`src/rtl/datapath_pkg.sv`:
```
// Shared width, ALU opcode and bus-source encodings for the single-bus datapath.
// The bus-source code equals the strobe bit position, so lower codes win the bus.
package datapath_pkg;

    localparam int DATA_W  = 32;
    localparam int NUM_REG = 16;
    localparam int NUM_SRC = 23;

    localparam logic [4:0] OP_ADD  = 5'b00011;
    localparam logic [4:0] OP_SUB  = 5'b00100;
    localparam logic [4:0] OP_AND  = 5'b00101;
    localparam logic [4:0] OP_OR   = 5'b00110;
    localparam logic [4:0] OP_SHR  = 5'b00111;
    localparam logic [4:0] OP_SHRA = 5'b01000;
    localparam logic [4:0] OP_SHL  = 5'b01001;
    localparam logic [4:0] OP_ROR  = 5'b01010;
    localparam logic [4:0] OP_ROL  = 5'b01011;
    localparam logic [4:0] OP_MUL  = 5'b01111;
    localparam logic [4:0] OP_DIV  = 5'b10000;
    localparam logic [4:0] OP_NEG  = 5'b10001;
    localparam logic [4:0] OP_NOT  = 5'b10010;

    // Codes 0..15 select R0..R15.
    localparam logic [4:0] SRC_HI     = 5'd16;
    localparam logic [4:0] SRC_LO     = 5'd17;
    localparam logic [4:0] SRC_ZHI    = 5'd18;
    localparam logic [4:0] SRC_ZLO    = 5'd19;
    localparam logic [4:0] SRC_PC     = 5'd20;
    localparam logic [4:0] SRC_MDR    = 5'd21;
    localparam logic [4:0] SRC_INPORT = 5'd22;
    localparam logic [4:0] SRC_NONE   = 5'd23;

    function automatic logic [4:0] bus_sel(input logic [NUM_SRC-1:0] strobes);
        logic [4:0] sel;
        sel = SRC_NONE;
        for (int i = NUM_SRC - 1; i >= 0; i--) begin
            if (strobes[i]) sel = 5'(i);
        end
        return sel;
    endfunction

endpackage

```
`src/rtl/datapath_alu.sv`:
```
// Combinational 64-bit-result ALU: A comes from Y, B from the bus.
// DATAPATH_MULDIV_EN enables the signed multiplier and divider; otherwise MUL/DIV yield 0.
module datapath_alu
    import datapath_pkg::*;
(
    input  logic [DATA_W-1:0]   i_a,
    input  logic [DATA_W-1:0]   i_b,
    input  logic [4:0]          i_opcode,
    output logic [2*DATA_W-1:0] o_result
);

    logic [4:0] w_shamt;
    logic [5:0] w_shinv;

    assign w_shamt = i_b[4:0];
    assign w_shinv = 6'd32 - {1'b0, w_shamt};

`ifdef DATAPATH_MULDIV_EN
    logic signed [2*DATA_W-1:0] w_prod;
    logic signed [DATA_W-1:0]   w_div_b;
    logic signed [DATA_W-1:0]   w_quot;
    logic signed [DATA_W-1:0]   w_rem;
    logic                       w_div_zero;
    logic                       w_div_ovf;

    assign w_prod = $signed({{DATA_W{i_a[DATA_W-1]}}, i_a}) *
                    $signed({{DATA_W{i_b[DATA_W-1]}}, i_b});

    // MIN/-1 divides by 1 instead: a/1 is already the wrapped quotient and the remainder is 0.
    assign w_div_zero = (i_b == '0);
    assign w_div_ovf  = (i_a == {1'b1, {(DATA_W-1){1'b0}}}) && (i_b == '1);
    assign w_div_b    = (w_div_zero || w_div_ovf) ? DATA_W'(1) : $signed(i_b);
    assign w_quot     = $signed(i_a) / w_div_b;
    assign w_rem      = $signed(i_a) % w_div_b;
`endif

    always_comb begin
        o_result = '0;
        case (i_opcode)
            OP_ADD:  o_result[DATA_W-1:0] = i_a + i_b;
            OP_SUB:  o_result[DATA_W-1:0] = i_a - i_b;
            OP_AND:  o_result[DATA_W-1:0] = i_a & i_b;
            OP_OR:   o_result[DATA_W-1:0] = i_a | i_b;
            OP_SHR:  o_result[DATA_W-1:0] = i_a >> w_shamt;
            OP_SHRA: o_result[DATA_W-1:0] = $signed(i_a) >>> w_shamt;
            OP_SHL:  o_result[DATA_W-1:0] = i_a << w_shamt;
            OP_ROR:  o_result[DATA_W-1:0] = (i_a >> w_shamt) | (i_a << w_shinv);
            OP_ROL:  o_result[DATA_W-1:0] = (i_a << w_shamt) | (i_a >> w_shinv);
            OP_NEG:  o_result[DATA_W-1:0] = '0 - i_b;
            OP_NOT:  o_result[DATA_W-1:0] = ~i_b;
`ifdef DATAPATH_MULDIV_EN
            OP_MUL:  o_result = w_prod;
            OP_DIV:  o_result = w_div_zero ? '0 : {w_rem, w_quot};
`endif
            default: o_result = '0;
        endcase
    end

endmodule

```
`src/rtl/datapath.sv`:
```
// Single-bus CPU datapath: register file, PC/HI/LO/MAR/MDR/Y/Z/InPort and a priority bus mux.
// Build with DATAPATH_MULDIV_EN defined to include MUL/DIV in the ALU.
module datapath
    import datapath_pkg::*;
(
    input  logic              clock,
    input  logic              clear,
    input  logic              R0in,  R1in,  R2in,  R3in,  R4in,  R5in,  R6in,  R7in,
    input  logic              R8in,  R9in,  R10in, R11in, R12in, R13in, R14in, R15in,
    input  logic              PCin,
    input  logic              HIin,
    input  logic              LOin,
    input  logic              MARin,
    input  logic              Yin,
    input  logic              InPortIn,
    input  logic              Zin,
    input  logic              MDRin,
    input  logic              read,
    input  logic              incPC,
    input  logic [4:0]        opcode,
    input  logic [DATA_W-1:0] Mdatain,
    input  logic [DATA_W-1:0] inport_data,
    input  logic              R0out, R1out, R2out,  R3out,  R4out,  R5out,  R6out,  R7out,
    input  logic              R8out, R9out, R10out, R11out, R12out, R13out, R14out, R15out,
    input  logic              PCout,
    input  logic              HIout,
    input  logic              LOout,
    input  logic              ZHighOut,
    input  logic              ZLowOut,
    input  logic              MDRout,
    input  logic              InPortOut,
    output logic [DATA_W-1:0] bus_out,
    output logic [DATA_W-1:0] mar_out
);

    logic [DATA_W-1:0]   r_regs [NUM_REG];
    logic [DATA_W-1:0]   r_pc;
    logic [DATA_W-1:0]   r_hi;
    logic [DATA_W-1:0]   r_lo;
    logic [DATA_W-1:0]   r_mar;
    logic [DATA_W-1:0]   r_mdr;
    logic [DATA_W-1:0]   r_y;
    logic [2*DATA_W-1:0] r_z;
    logic [DATA_W-1:0]   r_inport;

    logic [NUM_REG-1:0]  w_rin;
    logic [NUM_REG-1:0]  w_rout;
    logic [NUM_SRC-1:0]  w_src;
    logic [4:0]          w_sel;
    logic [DATA_W-1:0]   w_bus;
    logic [2*DATA_W-1:0] w_alu_result;

    assign w_rin  = {R15in, R14in, R13in, R12in, R11in, R10in, R9in, R8in,
                     R7in,  R6in,  R5in,  R4in,  R3in,  R2in,  R1in, R0in};
    assign w_rout = {R15out, R14out, R13out, R12out, R11out, R10out, R9out, R8out,
                     R7out,  R6out,  R5out,  R4out,  R3out,  R2out,  R1out, R0out};
    assign w_src  = {InPortOut, MDRout, PCout, ZLowOut, ZHighOut, LOout, HIout, w_rout};
    assign w_sel  = bus_sel(w_src);

    always_comb begin
        w_bus = '0;
        case (w_sel)
            SRC_HI:     w_bus = r_hi;
            SRC_LO:     w_bus = r_lo;
            SRC_ZHI:    w_bus = r_z[2*DATA_W-1:DATA_W];
            SRC_ZLO:    w_bus = r_z[DATA_W-1:0];
            SRC_PC:     w_bus = r_pc;
            SRC_MDR:    w_bus = r_mdr;
            SRC_INPORT: w_bus = r_inport;
            SRC_NONE:   w_bus = '0;
            default:    w_bus = r_regs[w_sel[3:0]];
        endcase
    end

    datapath_alu u_alu (
        .i_a      (r_y),
        .i_b      (w_bus),
        .i_opcode (opcode),
        .o_result (w_alu_result)
    );

    always_ff @(posedge clock or negedge clear) begin
        if (!clear) begin
            for (int i = 0; i < NUM_REG; i++) r_regs[i] <= '0;
            r_pc     <= '0;
            r_hi     <= '0;
            r_lo     <= '0;
            r_mar    <= '0;
            r_mdr    <= '0;
            r_y      <= '0;
            r_z      <= '0;
            r_inport <= '0;
        end else begin
            for (int i = 0; i < NUM_REG; i++) begin
                if (w_rin[i]) r_regs[i] <= w_bus;
            end
            if (incPC)         r_pc <= r_pc + DATA_W'(1);
            else if (PCin)     r_pc <= w_bus;
            if (HIin)          r_hi <= w_bus;
            if (LOin)          r_lo <= w_bus;
            if (MARin)         r_mar <= w_bus;
            if (Yin)           r_y <= w_bus;
            if (MDRin)         r_mdr <= read ? Mdatain : w_bus;
            if (Zin)           r_z <= w_alu_result;
            if (InPortIn)      r_inport <= inport_data;
        end
    end

    assign bus_out = w_bus;
    assign mar_out = r_mar;

endmodule

```
`config.mk`:
```
export PLATFORM = sky130hd
export DESIGN_NAME = datapath
export DESIGN_NICKNAME = d
export VERILOG_FILES = /design/src/rtl/datapath_pkg.sv /design/src/rtl/datapath_alu.sv /design/src/rtl/datapath.sv
export SDC_FILE = /design/constraint.sdc
export NUM_CORES = 2
export LEC_CHECK = 0
export ABC_AREA = 1
export CAP_MARGIN = 20
export CORE_ASPECT_RATIO = 1.1
export CORE_MARGIN = 3
export CORE_UTILIZATION = 58
export CTS_BUF_LIST = sky130_fd_sc_hd__clkbuf_8
export CTS_CLUSTER_DIAMETER = 150
export DETAILED_ROUTE_END_ITERATION = 6
export PLACE_DENSITY = 0.76
export RECOVER_POWER = 25
export SETUP_SLACK_MARGIN = 0.05
export SYNTH_ARGS = -nofsm -noshare
export SYNTH_HDL_FRONTEND = slang
export SYNTH_SLANG_ARGS = --single-unit
```
`constraint.sdc`:
```
create_clock -name clock -period 4.45 [get_ports clock]
set_input_delay 0.6675 -clock clock [delete_from_list [all_inputs] [get_ports clock]]
set_output_delay 0.6675 -clock clock [all_outputs]
set_load 0.05 [all_outputs]
```
==> flow_metrics.tcl, run 1 <==
set metrics [dict create \
    numCtsBuffers 119 \
    grt_remaining_overflow 138 \
    synth_edf_count 0 \
    syn_nets 7064 \
    yosysWarnings 0 \
    chipWidth_um 279.3 \
    synth_area_leaders "dfrtp_1 (40%), nand2_1 (17%), nand3_1 (11%), o21ai_0 (8.7%), inv_1 (3.4%)" \
    synthArstFlopShare_pct 100.0 \
    numPlacedInstances 8541 \
    io_pins 184 \
    synth_ff_type "dfrtp_1" \
    io_buffer_count 183 \
    synth_largest_area_cell "dfrtp_1" \
    initial_core_util_pct 58.92 \
    gp_congestion 1.094 \
    first-error "[ERROR GRT-0232] Routing congestion too high. Check the congestion heatmap in the GUI." \
    ys_ff_latch 768 \
    grt.total_usage_pct 78.32 \
    synth_cells 6874 \
    syn-cell-area_sq_um 47650 \
    stop_stage "global routing (5_1_grt)" \
    status "stopped before the end" \
    synth_top_area_share_pct 40.33 \
    dp_hpwl_um 162500 \
    cts.htree.levels 3 \
    synth.distinct_cells 58 \
    cts_root_buf "clkbuf_8" \
    cts.sinks 768 \
    clk_path_buf_depth 3 \
    grt_max_degree 104 \
    place_ws_ps -2495 \
    syn_area_per_cell_sq_um 6.932 \
    core.rowCount 109 \
    synth-seq-area-share_pct 40.33 \
    dieHeight_um 306.6 \
]
-- cell usage after synthesis (all sizes together), types with 9 or more instances --
cell and number:
o221ai 11, clkbuf 298, a21oi 189, ha 68, nand2 2170, inv 454, o211ai 24, buf 169
nor2 364, a22oi 39, nand3 1071, dfrtp 768, a211oi 14, o21ai 859, xor2 22, nand4 123
nor4 11, a221oi 32, nor3 30, o22ai 20, or2 10, nand3b 40, o21a 9, clkinv 22
mux2 19
-- stage by stage --
stage	area, sq um	TNS, ps
after floorplan	47940	-26630
after global placement	56390	-291500
after detailed placement	56410	-306210
after CTS	63400	-27710
-- cell families after synthesis --
| kind of cell | Yosys count | synth area share (%) |
|---|---|---|
| xor+xnor | 28 | 0.5146 |
| compound gates | 1223 | 13.90 |
| fa+ha+maj | 70 | 1.870 |
| flops | 768 | 40.33 |
| buf+inv | 943 | 8.229 |
| simple gates | 3823 | 34.71 |
| mux | 19 | 0.4490 |
-- what timing repair did --
| item | 4_1_cts |
|---|---|
| endpoints found under the hold margin | 35 |
| buffers inserted | 165 |
| resized for setup | 552 |
| pin swaps | 150 |
| hold buffers | 1 |
| gates cloned | 33 |
| setup endpoints to repair | 113 |
-- per-layer routing --
layer  GRT overflow  global-route usage [%]
met1              4                   80.49
met2             61                   92.43
met3              6                   65.37
met4             67                   72.06
met5              0                   41.53
==> inputs of run 2 (changes only) <==
CORE_ASPECT_RATIO = unset   (was 1.1)
CORE_UTILIZATION = 40   (was 58)
CTS_BUF_LIST = unset   (was sky130_fd_sc_hd__clkbuf_8)
CTS_CLUSTER_DIAMETER = unset   (was 150)
PLACE_DENSITY = unset   (was 0.76)
PLACE_DENSITY_LB_ADDON = 0.15   (was unset)
SETUP_SLACK_MARGIN = unset   (was 0.05)
clock period = 5.8 ns   (was 4.45 ns; I/O delays follow)
==> run 2 against run 1 <==
  * The flow now finishes, with violations (design-rule violations, max-capacitance violations, max-slew violations)
  * Synthesized cell count unchanged
  * Area after synthesis unchanged
==> flow_metrics.tcl, run 2 <==
set metrics [dict create \
    status "finished with violations" \
    violations "design-rule violations, max-capacitance violations, max-slew violations" \
    ant_nets 0 \
    first_global_vias 49750 \
    layout-area-overhead-vs-synth_pct 28.59 \
    path_common_cell "nand2_1" \
    io_pins 184 \
    worst_pin_slew_ps 4847 \
    seq_area_sq_um 19220 \
    cts.sinks 768 \
    clock_skew_ps 52.63 \
    fin_crit_ps 5790 \
    r2r-end "r_z[30]" \
    maxCapViolCount 2 \
    via_count 53420 \
    chipWidth_um 351.1 \
    grt_remaining_overflow 0 \
    crit_required_ps 6370 \
    clk_path_buf_depth 3 \
    gp_congestion 1.027 \
    p_leak_uw 0.02961 \
    wl_per_cell_um 25.10 \
    synthTopCellsByCount "nand2_1 (2126), nand3_1 (1063), o21ai_0 (831), dfrtp_1 (768), inv_1 (437)" \
    critical_path_class "in2reg" \
    synthArstFlopShare_pct 100.0 \
    layout_common_cells "nand2_1 (2101), nand3_1 (1033), buf_4 (855), o21ai_0 (811), dfrtp_1 (768)" \
    endpoint "r_z[30]" \
    ys_ff_latch 768 \
    synth_area_leaders "dfrtp_1 (40%), nand2_1 (17%), nand3_1 (11%), o21ai_0 (8.7%), inv_1 (3.4%)" \
    cp.arrival_ps 6360 \
    max-slew-margin-rel_pct -223.2 \
    synth_largest_area_cell "dfrtp_1" \
    drtIter0Drc 7362 \
    synth_cells 6874 \
    max_stage_delay_ps 490 \
    layout_setup_ws_ps 10.32 \
    design_area_sq_um 61280 \
    hold_path_class "reg2reg" \
    path_clk_slew_ps 60 \
    nFillCells 11650 \
    clk_latency_ps 700 \
    multiInputGateArea_sq_um 25340 \
    dieHeight_um 351.1 \
    peakVddDrop_v 0.0002595 \
    cts-hold-fix-buffers 0 \
    cp-end-kind "register" \
    mostFrequentLayoutCell "nand2_1" \
    rrSetupSlack_ps 1140 \
    synth_ff_type "dfrtp_1" \
    wl_um 231200 \
    worstRegToRegCells 38 \
    cts_tree "yes" \
    largest_register_ffs 512 \
    grt_max_degree 145 \
    syn_area_per_cell_sq_um 6.932 \
    synth_edf_count 0 \
    io_buffer_count 183 \
    fmax_mhz 172.7 \
    worst-path-stages 55 \
    synth_top_area_share_pct 40.33 \
    cts.htree.levels 3 \
    period_share_pct 99.82 \
    path_buf_inv 6 \
    numCtsBuffers 88 \
    cts_root_buf "clkbuf_16" \
    core.rowCount 125 \
    cp_top_family "simple AND/OR/NAND/NOR gates" \
    drv_slew 161 \
    dp_hpwl_um 167600 \
    firstDrtPassIters 7 \
    antenna_found_initial 12 \
    synth.distinct_cells 58 \
    syn-cell-area_sq_um 47650 \
    drive_gt1_share_pct 18.53 \
    slowest_stage "clkdlybuf4s50_1" \
    synth-seq-area-share_pct 40.33 \
    drc 2 \
    grt_pass1_wl_um 338800 \
    setup.worst_path.start_class "primary input" \
    initial_core_util_pct 40.68 \
    core_area_sq_um 117100 \
    startpoint "R12out" \
    largest_register "r_regs" \
    via_per_inst 5.800 \
    grt.total_usage_pct 36.91 \
    path_max_fanout 8 \
    hold-path-cell-count 2 \
    setup_viol_count_final 0 \
    powerDensity_nw_per_um2 286.5 \
    yosysWarnings 0 \
    place_area_sq_um 56850 \
    yosysMostFrequentCell "nand2_1" \
    syn_nets 7064 \
    rsz0062_at_grt "yes" \
    rr_startpoint "r_inport[2]" \
    final_nets 7799 \
    hold_viol_final 0 \
    dieArea_sq_um 123300 \
    place_ws_ps -1339 \
]
## run 2: how the worst min path moves through the flow
stage | start | to | slack, ps
6_report | mar_out[23] | mar_out[23] | 480
5_1_grt | r_regs[201] | r_regs[201] | 500
4_1_cts | clear | r_regs[461] | 170
3_5_place_dp | r_z[6] | r_z[6] | 470
3_3_place_gp | r_regs[256] | r_regs[256] | 460
2_1_floorplan | r_z[24] | r_z[24] | 440
## run 2: logic make-up after synthesis
group / Yosys count / share of synthesized area [%]
buf+inv: 943 / 8.229
xor+xnor: 28 / 0.5146
flops: 768 / 40.33
mux: 19 / 0.4490
compound gates: 1223 / 13.90
simple gates: 3823 / 34.71
fa+ha+maj: 70 / 1.870
## run 2: worst reg2reg max path, delay by kind of cell (launching register included)
family | cells | cell delay [ps]
flip-flops | 1 | 360
AND/OR/NAND/NOR | 22 | 2140
adder cells (fa/ha/maj) | 1 | 290
buffers and inverters | 5 | 530
AO/OA/AOI/OAI | 10 | 1200
## run 2: layout make-up
type                    instances  area share, %
multi-input cells            5164          41.36
flip-flops and latches        768          31.36
repair buffers               1111          15.99
clock buffers                 122          4.129
well taps                    1524          3.112
inverters                     476          2.981
clock inverters                40          1.037
diodes                          6        0.02450
## run 2: metrics by stage
stage	TNS [ps]	utilization (%)	hold slack (ps)	instances	power, uW
CTS	0	51.62	172.4	9188	17420
global placement	-36810	48.53	462.9	8995	11290
detailed placement	-36970	48.53	470.1	8995	11300
floorplan	-1639	-	444.7	6874	8671
global route	-82340	52.29	497.0	9205	18290
finish	0	52.31	480.5	9211	17560
## run 2: routing by layer
layer,track usage [%],routed length (um)
met3,7.826,23870
met2,54.00,96300
met4,17.24,12890
met5,0,34
met1,52.03,98060
## run 2: power breakdown
group	leakage (uW)	internal, uW	switching [uW]
Sequential	0.0105	5670	253
Combinational	0.0176	1980	3560
Clock	0.00154	3580	2510
Total	0.0296	11200	6320
## run 2: repair_timing
action | CTS | global route
resized for setup | 63 | 187
buffers inserted | 29 | 23
pin swaps | 21 | 66
endpoints found under the setup margin | 47 | 48
gates cloned | 2 | 1
(Power assumes the default switching activity.)
